===== src/rtl/weight_drm_ctrl_if.sv =====
// Command, weight-stream and bank-port bundle for the weight DRM sequencer.
interface weight_drm_ctrl_if #(
  parameter int unsigned DATA_IN_WIDTH = 324,
  parameter int unsigned WR_ADDR_DEPTH = 10,
  parameter int unsigned RD_ADDR_DEPTH = 8,
  parameter int unsigned REP_WIDTH     = 8
);
  logic [WR_ADDR_DEPTH:0]   cfg_load_words;
  logic [RD_ADDR_DEPTH:0]   cfg_rd_words;
  logic [REP_WIDTH-1:0]     cfg_rd_repeat;
  logic                     load_start;
  logic                     rd_start;
  logic [DATA_IN_WIDTH-1:0] s_data;
  logic                     s_valid;
  logic                     s_ready;
  logic [DATA_IN_WIDTH-1:0] drm_wr_data;
  logic                     drm_wr_en;
  logic [WR_ADDR_DEPTH-1:0] drm_wr_addr;
  logic [RD_ADDR_DEPTH-1:0] drm_rd_addr;
  logic                     rd_valid;
  logic                     rd_last;
  logic                     load_done;
  logic                     rd_done;
  logic                     busy;
  logic                     loaded;
  logic                     err;

  modport master (
    output cfg_load_words, cfg_rd_words, cfg_rd_repeat, load_start, rd_start,
           s_data, s_valid,
    input  s_ready, drm_wr_data, drm_wr_en, drm_wr_addr, drm_rd_addr,
           rd_valid, rd_last, load_done, rd_done, busy, loaded, err
  );

  modport slave (
    input  cfg_load_words, cfg_rd_words, cfg_rd_repeat, load_start, rd_start,
           s_data, s_valid,
    output s_ready, drm_wr_data, drm_wr_en, drm_wr_addr, drm_rd_addr,
           rd_valid, rd_last, load_done, rd_done, busy, loaded, err
  );
endinterface


===== src/rtl/weight_drm_ctrl.sv =====
// Load/read sequencer for the weight DRM bank: streams weights in, then replays reads.
module weight_drm_ctrl #(
  parameter int unsigned DATA_IN_WIDTH = 324,
  parameter int unsigned WR_ADDR_DEPTH = 10,
  parameter int unsigned RD_ADDR_DEPTH = 8,
  parameter int unsigned RD_LATENCY    = 2,
  parameter int unsigned REP_WIDTH     = 8
) (
  input logic              clk,
  input logic              rst,
  weight_drm_ctrl_if.slave bus
);

  localparam int unsigned WCW = WR_ADDR_DEPTH + 1;
  localparam int unsigned RCW = RD_ADDR_DEPTH + 1;
  localparam int unsigned FLW = 3;

  typedef enum logic [2:0] {IDLE, LOAD, LOADED, READ, FLUSH} state_t;

  state_t state, next_state;

  logic [WCW-1:0]        load_words, wr_cnt;
  logic [RCW-1:0]        rd_words, rd_cnt;
  logic [REP_WIDTH-1:0]  rep, pass_cnt;
  logic [FLW-1:0]        fl_cnt;
  logic [RD_LATENCY-1:0] vld_sr, last_sr;
  logic                  err_q, load_done_q, busy_q, loaded_q;

  logic accept, wr_last, rd_wrap, rd_final, load_ok, rd_ok, flush_end;
  logic start_load, start_read, issue, cmd_err, load_done_d, busy_d, loaded_d;

  // Shared compare terms; counters carry one extra bit so full-depth counts compare cleanly
  assign accept    = bus.s_valid && (state == LOAD);
  assign wr_last   = (wr_cnt == load_words - WCW'(1));
  assign rd_wrap   = (rd_cnt == rd_words - RCW'(1));
  assign rd_final  = rd_wrap && (pass_cnt == rep);
  assign load_ok   = bus.load_start && (bus.cfg_load_words != '0);
  assign rd_ok     = bus.rd_start && (bus.cfg_rd_words != '0);
  assign flush_end = (fl_cnt == FLW'(RD_LATENCY - 1));

  // State register
  always_ff @(posedge clk or posedge rst) begin
    if (rst) state <= IDLE;
    else     state <= next_state;
  end

  // Next-state decode; in LOADED a load request outranks a read request
  always_comb begin
    next_state = state;
    case (state)
      IDLE:    if (load_ok) next_state = LOAD;
      LOAD:    if (accept && wr_last) next_state = LOADED;
      LOADED: begin
        if (bus.load_start) begin
          if (load_ok) next_state = LOAD;
        end else if (rd_ok) begin
          next_state = READ;
        end
      end
      READ:    if (rd_final) next_state = FLUSH;
      FLUSH:   if (flush_end) next_state = LOADED;
      default: next_state = IDLE;
    endcase
  end

  // Control strobes and next values of the registered status outputs
  always_comb begin
    start_load  = 1'b0;
    start_read  = 1'b0;
    issue       = 1'b0;
    cmd_err     = 1'b0;
    load_done_d = 1'b0;
    busy_d      = 1'b0;
    loaded_d    = 1'b0;
    case (state)
      IDLE: begin
        start_load = load_ok;
        cmd_err    = bus.rd_start || (bus.load_start && !load_ok);
      end
      LOADED: begin
        start_load = load_ok;
        start_read = !bus.load_start && rd_ok;
        if (bus.load_start) cmd_err = !load_ok || bus.rd_start;
        else                cmd_err = bus.rd_start && !rd_ok;
      end
      LOAD: begin
        cmd_err     = bus.load_start || bus.rd_start;
        load_done_d = accept && wr_last;
      end
      READ: begin
        cmd_err = bus.load_start || bus.rd_start;
        issue   = 1'b1;
      end
      default: cmd_err = bus.load_start || bus.rd_start;
    endcase
    busy_d   = (next_state == LOAD) || (next_state == READ) || (next_state == FLUSH);
    loaded_d = (next_state == LOADED) || (next_state == READ) || (next_state == FLUSH);
  end

  // Counters, read-valid pipeline and registered status
  always_ff @(posedge clk or posedge rst) begin
    if (rst) begin
      load_words  <= '0;
      wr_cnt      <= '0;
      rd_words    <= '0;
      rd_cnt      <= '0;
      rep         <= '0;
      pass_cnt    <= '0;
      fl_cnt      <= '0;
      vld_sr      <= '0;
      last_sr     <= '0;
      err_q       <= 1'b0;
      load_done_q <= 1'b0;
      busy_q      <= 1'b0;
      loaded_q    <= 1'b0;
    end else begin
      if (start_load) begin
        load_words <= bus.cfg_load_words;
        wr_cnt     <= '0;
      end else if (accept) begin
        wr_cnt <= wr_cnt + WCW'(1);
      end

      if (start_read) begin
        rd_words <= bus.cfg_rd_words;
        rep      <= bus.cfg_rd_repeat;
        rd_cnt   <= '0;
        pass_cnt <= '0;
      end else if (issue) begin
        if (rd_wrap) begin
          rd_cnt   <= '0;
          pass_cnt <= pass_cnt + REP_WIDTH'(1);
        end else begin
          rd_cnt <= rd_cnt + RCW'(1);
        end
      end

      if (state == FLUSH) fl_cnt <= fl_cnt + FLW'(1);
      else                fl_cnt <= '0;

      vld_sr[0]  <= issue;
      last_sr[0] <= issue && rd_final;
      for (int i = 1; i < int'(RD_LATENCY); i++) begin
        vld_sr[i]  <= vld_sr[i-1];
        last_sr[i] <= last_sr[i-1];
      end

      err_q       <= cmd_err;
      load_done_q <= load_done_d;
      busy_q      <= busy_d;
      loaded_q    <= loaded_d;
    end
  end

  assign bus.s_ready     = (state == LOAD);
  assign bus.drm_wr_data = bus.s_data;
  assign bus.drm_wr_en   = accept;
  assign bus.drm_wr_addr = wr_cnt[WR_ADDR_DEPTH-1:0];
  assign bus.drm_rd_addr = rd_cnt[RD_ADDR_DEPTH-1:0];
  assign bus.rd_valid    = vld_sr[RD_LATENCY-1];
  assign bus.rd_last     = last_sr[RD_LATENCY-1];
  assign bus.rd_done     = last_sr[RD_LATENCY-1];
  assign bus.load_done   = load_done_q;
  assign bus.busy        = busy_q;
  assign bus.loaded      = loaded_q;
  assign bus.err         = err_q;

endmodule


===== src/flat_wrapper.sv =====
// flat-port wrapper written by rule: the top's interface ports become plain ports
module weight_drm_ctrl_flat 
#(
  parameter int unsigned DATA_IN_WIDTH = 324,
  parameter int unsigned WR_ADDR_DEPTH = 10,
  parameter int unsigned RD_ADDR_DEPTH = 8,
  parameter int unsigned RD_LATENCY    = 2,
  parameter int unsigned REP_WIDTH     = 8
)
  (clk, rst, bus_cfg_load_words, bus_cfg_rd_words, bus_cfg_rd_repeat, bus_load_start, bus_rd_start, bus_s_data, bus_s_valid, bus_s_ready, bus_drm_wr_data, bus_drm_wr_en, bus_drm_wr_addr, bus_drm_rd_addr, bus_rd_valid, bus_rd_last, bus_load_done, bus_rd_done, bus_busy, bus_loaded, bus_err);
  weight_drm_ctrl_if #(.DATA_IN_WIDTH(DATA_IN_WIDTH), .WR_ADDR_DEPTH(WR_ADDR_DEPTH), .RD_ADDR_DEPTH(RD_ADDR_DEPTH), .REP_WIDTH(REP_WIDTH)) bus_i ();
  input logic clk;
  input logic rst;
  input wire logic [$bits(bus_i.cfg_load_words)-1:0] bus_cfg_load_words;
  input wire logic [$bits(bus_i.cfg_rd_words)-1:0] bus_cfg_rd_words;
  input wire logic [$bits(bus_i.cfg_rd_repeat)-1:0] bus_cfg_rd_repeat;
  input wire logic [$bits(bus_i.load_start)-1:0] bus_load_start;
  input wire logic [$bits(bus_i.rd_start)-1:0] bus_rd_start;
  input wire logic [$bits(bus_i.s_data)-1:0] bus_s_data;
  input wire logic [$bits(bus_i.s_valid)-1:0] bus_s_valid;
  output wire logic [$bits(bus_i.s_ready)-1:0] bus_s_ready;
  output wire logic [$bits(bus_i.drm_wr_data)-1:0] bus_drm_wr_data;
  output wire logic [$bits(bus_i.drm_wr_en)-1:0] bus_drm_wr_en;
  output wire logic [$bits(bus_i.drm_wr_addr)-1:0] bus_drm_wr_addr;
  output wire logic [$bits(bus_i.drm_rd_addr)-1:0] bus_drm_rd_addr;
  output wire logic [$bits(bus_i.rd_valid)-1:0] bus_rd_valid;
  output wire logic [$bits(bus_i.rd_last)-1:0] bus_rd_last;
  output wire logic [$bits(bus_i.load_done)-1:0] bus_load_done;
  output wire logic [$bits(bus_i.rd_done)-1:0] bus_rd_done;
  output wire logic [$bits(bus_i.busy)-1:0] bus_busy;
  output wire logic [$bits(bus_i.loaded)-1:0] bus_loaded;
  output wire logic [$bits(bus_i.err)-1:0] bus_err;
  assign bus_i.cfg_load_words = bus_cfg_load_words;
  assign bus_i.cfg_rd_words = bus_cfg_rd_words;
  assign bus_i.cfg_rd_repeat = bus_cfg_rd_repeat;
  assign bus_i.load_start = bus_load_start;
  assign bus_i.rd_start = bus_rd_start;
  assign bus_i.s_data = bus_s_data;
  assign bus_i.s_valid = bus_s_valid;
  assign bus_s_ready = bus_i.s_ready;
  assign bus_drm_wr_data = bus_i.drm_wr_data;
  assign bus_drm_wr_en = bus_i.drm_wr_en;
  assign bus_drm_wr_addr = bus_i.drm_wr_addr;
  assign bus_drm_rd_addr = bus_i.drm_rd_addr;
  assign bus_rd_valid = bus_i.rd_valid;
  assign bus_rd_last = bus_i.rd_last;
  assign bus_load_done = bus_i.load_done;
  assign bus_rd_done = bus_i.rd_done;
  assign bus_busy = bus_i.busy;
  assign bus_loaded = bus_i.loaded;
  assign bus_err = bus_i.err;
  weight_drm_ctrl #(.DATA_IN_WIDTH(DATA_IN_WIDTH), .WR_ADDR_DEPTH(WR_ADDR_DEPTH), .RD_ADDR_DEPTH(RD_ADDR_DEPTH), .RD_LATENCY(RD_LATENCY), .REP_WIDTH(REP_WIDTH)) u_core (.clk(clk), .rst(rst), .bus(bus_i));
endmodule

===== config.mk =====
export PLATFORM = sky130hd
export DESIGN_NAME = weight_drm_ctrl_flat
export DESIGN_NICKNAME = d
export VERILOG_FILES = /design/src/rtl/weight_drm_ctrl_if.sv /design/src/rtl/weight_drm_ctrl.sv /design/src/flat_wrapper.sv
export SDC_FILE = /design/constraint.sdc
export NUM_CORES = 1
export LEC_CHECK = 0
export BUFFER_PORTS_ARGS = -buffer_cell sky130_fd_sc_hd__buf_2
export CORE_AREA = 4 4 274 276
export CTS_CLUSTER_SIZE = 30
export DETAILED_ROUTE_END_ITERATION = 8
export DIE_AREA = 0 0 278 280
export GPL_TIMING_DRIVEN = 0
export SLEW_MARGIN = 10
export SYNTH_ARGS = -nofsm -noshare
export SYNTH_HDL_FRONTEND = slang
export SYNTH_SLANG_ARGS = --single-unit

===== constraint.sdc =====
create_clock -name clk -period 2.7 [get_ports clk]
set_clock_uncertainty 0.1 [all_clocks]
set_input_delay 0.27 -clock clk [delete_from_list [all_inputs] [get_ports clk]]
set_output_delay 0.27 -clock clk [all_outputs]
set_load 0.03 [all_outputs]

==> flow_summary.toml <==
[pwr]
power.density_mw_per_mm2 = 623.4
p_seq_share_pct = 28.1
power.share.clock_pct = 19.9
cellLeakagePower_nw = 5.139
p_sw_share_pct = 43.93
p_sw_mw = 2.767
internal-power_mw = 3.531
finalPower_mw = 6.299
ir_worst_vdd_mv = 0.3514
combPwrFrac_pct = 52.0

[final_layout]
finalNonFillerCells = 2108
layout.nets = 1506
fill_cells = 8272
ff_latch_area_mm2 = 0.001759
drive_gt1_share_pct = 70.71
multi_input_comb_area_mm2 = 0.002022
syn2layout_area_growth_pct = 60.82

[synthesis]
syn_avg_cell_area_um2 = 8.629
ys_seq_area_share_pct = 27.88
syn_nets = 1092
netlist_area_mm2 = 0.006282
synth.distinct_cells = 48
synth-seq-cells = 70
yosys_warnings = 0
synthCells = 728

[critical_path]
worstSetupPathDepth = 10
critPathKind = "reg2reg"
max_stage_delay_ns = 0.55
r2r-start = "u_core.rd_words[0]"
crit_required_ns = 2.87
start_kind = "register"
crit_chain = "inv_2 > ha_4 > nor3b_4 > xnor2_1 > or4_4 > a221oi_4 > nand3_4 > buf_12 > or3_1 > a21oi_1"
critPathMaxFanout = 5
worstSetupEndpointType = "register"
regToRegEndpoint = "u_core.pass_cnt[3]"
cp_num_buf_inv = 2
critical_path.top_delay_family = "simple AND/OR/NAND/NOR gates"
crit_end = "u_core.pass_cnt[3]"
crit_slowest_cell = "or4_4"
worst_ep_arrival_time_ns = 2.94
r2r_cells = 10
cp-startpoint = "u_core.rd_words[0]"
regToRegSetupSlack_ns = -0.07

[sta]
holdWs_ns = 0.02524
fmax_ghz = 0.3615
setup_viol = 2
fin_crit_sh_pct = 102.5
setup_ws_ns = -0.06635
timing.final.hold_violations = 0
grt_setup_unrepaired = "true"
slew_headroom_pct = 49.07
period_minus_slack_ns = 2.766
worst_pin_slew_ns = 0.7599
drv_slew = 0

[grt]
grt_pass1_vias = 5741
grt_max_degree = 55
grt.total_usage_pct = 6.455
gr-total-overflow = 0
antenna_found_initial = 6
grt_pass1_wl_um = 37200

[place]
dpl.hpwl_um = 24570
post-place-ws_ns = -0.7276
place.gp.congestion = 0.8282
numPortBuffers = 383
dpl.cell_count = 2071

[run_status]
outcome = "complete, but fails checks"
violations = "setup timing"

[clock_tree]
cts_made_buffers = 9
path_clk_slew_ns = 0.06
cts_sinks = 70
cts_root_buf = "clkbuf_16"
cts_tree = "yes"
clk_latency_ns = 0.35
cts_max_path_buffers = 2
htreeDepth = 3

[floorplanning]
die_y_um = 280
die_area_mm2 = 0.07784
core_area_mm2 = 0.07259
io_pins = 708
rows = 99
start_util_pct = 8.655
fp.dieW_um = 278

[detailed_routing]
ant_nets = 0
routed_via_density = 2.797
vias = 5897
first_pass_iters = 4
drc = 0
drtIter0Drc = 289
routed_wl_um = 27770
wl_per_cell_um = 13.17

[job]
maxCapViolCount = 0

[min_path]
hold_class = "in2reg"
flip-flops by register name, indices dropped and copies added (netlist names), 3 cells and up:
| register | flops |
|---|---|
| u_core.rd_words | 9 |
| u_core.wr_cnt | 11 |
| u_core.pass_cnt | 8 |
| u_core.fl_cnt | 3 |
| u_core.state | 3 |
| u_core.rd_cnt | 9 |
| u_core.load_words | 11 |
| u_core.rep | 8 |
Yosys cell counts, drive strengths merged:
library cell / instances / area, um2
a2111oi: 1 / 15.01
a211o: 3 / 26.28
a21o: 2 / 15.01
a21oi: 11 / 55.05
a221oi: 2 / 35.04
a22o: 4 / 35.03
a31oi: 5 / 31.28
a41oi: 1 / 8.760
and2: 3 / 18.77
and3: 6 / 37.54
buf: 346 / 2595
clkbuf: 9 / 33.78
dfrtp: 70 / 1752
ha: 7 / 87.58
inv: 11 / 41.29
mux2: 8 / 90.09
mux2i: 4 / 40.04
nand2: 71 / 266.5
nand2b: 6 / 37.54
nand3: 17 / 97.60
nand3b: 5 / 37.54
nand4: 7 / 43.79
nand4b: 1 / 8.760
nor2: 29 / 108.9
nor3: 9 / 45.04
nor3b: 3 / 27.52
nor4: 7 / 56.30
nor4b: 1 / 8.760
o21a: 1 / 7.510
o21ai: 13 / 65.06
o21bai: 1 / 7.510
o31ai: 2 / 15.01
or2: 2 / 12.51
or3: 4 / 27.52
or3b: 1 / 8.760
or4: 3 / 26.27
or4b: 1 / 10.01
xnor2: 25 / 219.0
xor2: 26 / 227.7
worst min-delay path by stage:
stage | from | endpoint | slack [ns] | depth (start not counted)
2_1_floorplan | u_core.last_sr[0] | u_core.last_sr[1] | 0.23 | 0
3_3_place_gp | u_core.vld_sr[0] | u_core.vld_sr[1] | 0.24 | 0
3_5_place_dp | rst | u_core.last_sr[1] | 0.16 | 2
4_1_cts | bus_cfg_rd_repeat[3] | u_core.rep[3] | 0.009 | 3
5_1_grt | bus_cfg_rd_repeat[3] | u_core.rep[3] | 0.01 | 3
6_report | bus_cfg_rd_repeat[3] | u_core.rep[3] | 0.03 | 3
worst min-delay path: cells and delay by family:
family                 cells  cell delay [ns]
and+or+nand+nor            2             0.09
buffers and inverters      1             0.08
what timing repair did:
action,CTS,global route
resized for setup,37,9
hold buffers,3,0
buffers inserted,11,6
endpoints found under the setup margin,37,32
pin swaps,14,5
endpoints found under the hold margin,18,0
kinds of logic after synthesis:
| group | Yosys count | share of synthesized area (%) |
|---|---|---|
| xor gates and xnor gates | 51 | 7.110 |
| and+or+nand+nor | 176 | 14.00 |
| buffers and inverters | 366 | 42.50 |
| DFF | 70 | 27.88 |
| adders and majority gates | 7 | 1.394 |
| AOI/OAI and AO/OA | 46 | 5.039 |
| muxes | 12 | 2.071 |
cell type report:
class	instances	area share, %
plain buffers	354	26.18
clock inverters	5	0.5697
well taps	959	11.88
inverters	11	0.4334
multi-input cells	292	20.01
repair buffers	404	20.97
clock buffers	11	2.502
flip-flops and latches	70	17.41
diodes	2	0.04954
metrics by stage:
step	TNS (ns)	instance area, um2	util [%]
3_3_place_gp	-67.85	9410	12.96
6_report	-0.08006	10100	13.92
4_1_cts	-0.02600	10030	13.82
3_5_place_dp	-13.74	9445	13.01
5_1_grt	-0.6415	10100	13.91
2_1_floorplan	0	6294	-
placed cells by master (no fill, tap or decap), drive strengths merged, types with 2 or more instances in the layout:
| cell | n |
|---|---|
| buf | 748 |
| nand2 | 71 |
| dfrtp | 70 |
| nor2 | 29 |
| xor2 | 26 |
| xnor2 | 25 |
| clkbuf | 18 |
| nand3 | 17 |
| o21ai | 13 |
| a21oi | 11 |
| inv | 11 |
| nor3 | 9 |
| mux2 | 8 |
| nand4 | 7 |
| nor4 | 7 |
| ha | 7 |
| and3 | 6 |
| nand2b | 6 |
| nand3b | 5 |
| a31oi | 5 |
| a22o | 4 |
| mux2i | 4 |
| or3 | 4 |
| and2 | 3 |
| a211o | 3 |
| nor3b | 3 |
| clkinvlp | 3 |
| dlygate4sd3 | 3 |
| or4 | 3 |
| diode | 2 |
| a21o | 2 |
| or2 | 2 |
| a221oi | 2 |
| o31ai | 2 |
metal layers:
| metal | vias to the layer above | share of wire [%] | GRT usage [%] |
|---|---|---|---|
| li1 | 2840 | - | - |
| met1 | 2691 | 40 | 7.927 |
| met2 | 347 | 49 | 10.87 |
| met3 | 19 | 9.5 | 2.438 |
| met4 | 0 | 1.4 | 1.274 |
| met5 | - | 0 | 0 |
power by group through the flow:
stage                     Combinational [mW]  Sequential, mW  Clock [mW]
final                                   3.27            1.77        1.26
after detailed placement                3.06            1.75           0
after global routing                    3.59            1.83        1.36
after CTS                               3.25            1.76        1.30
after floorplan                         2.28            1.67           0
after global placement                  3.02            1.75           0
Note: power is estimated with default switching activity, not from simulation.
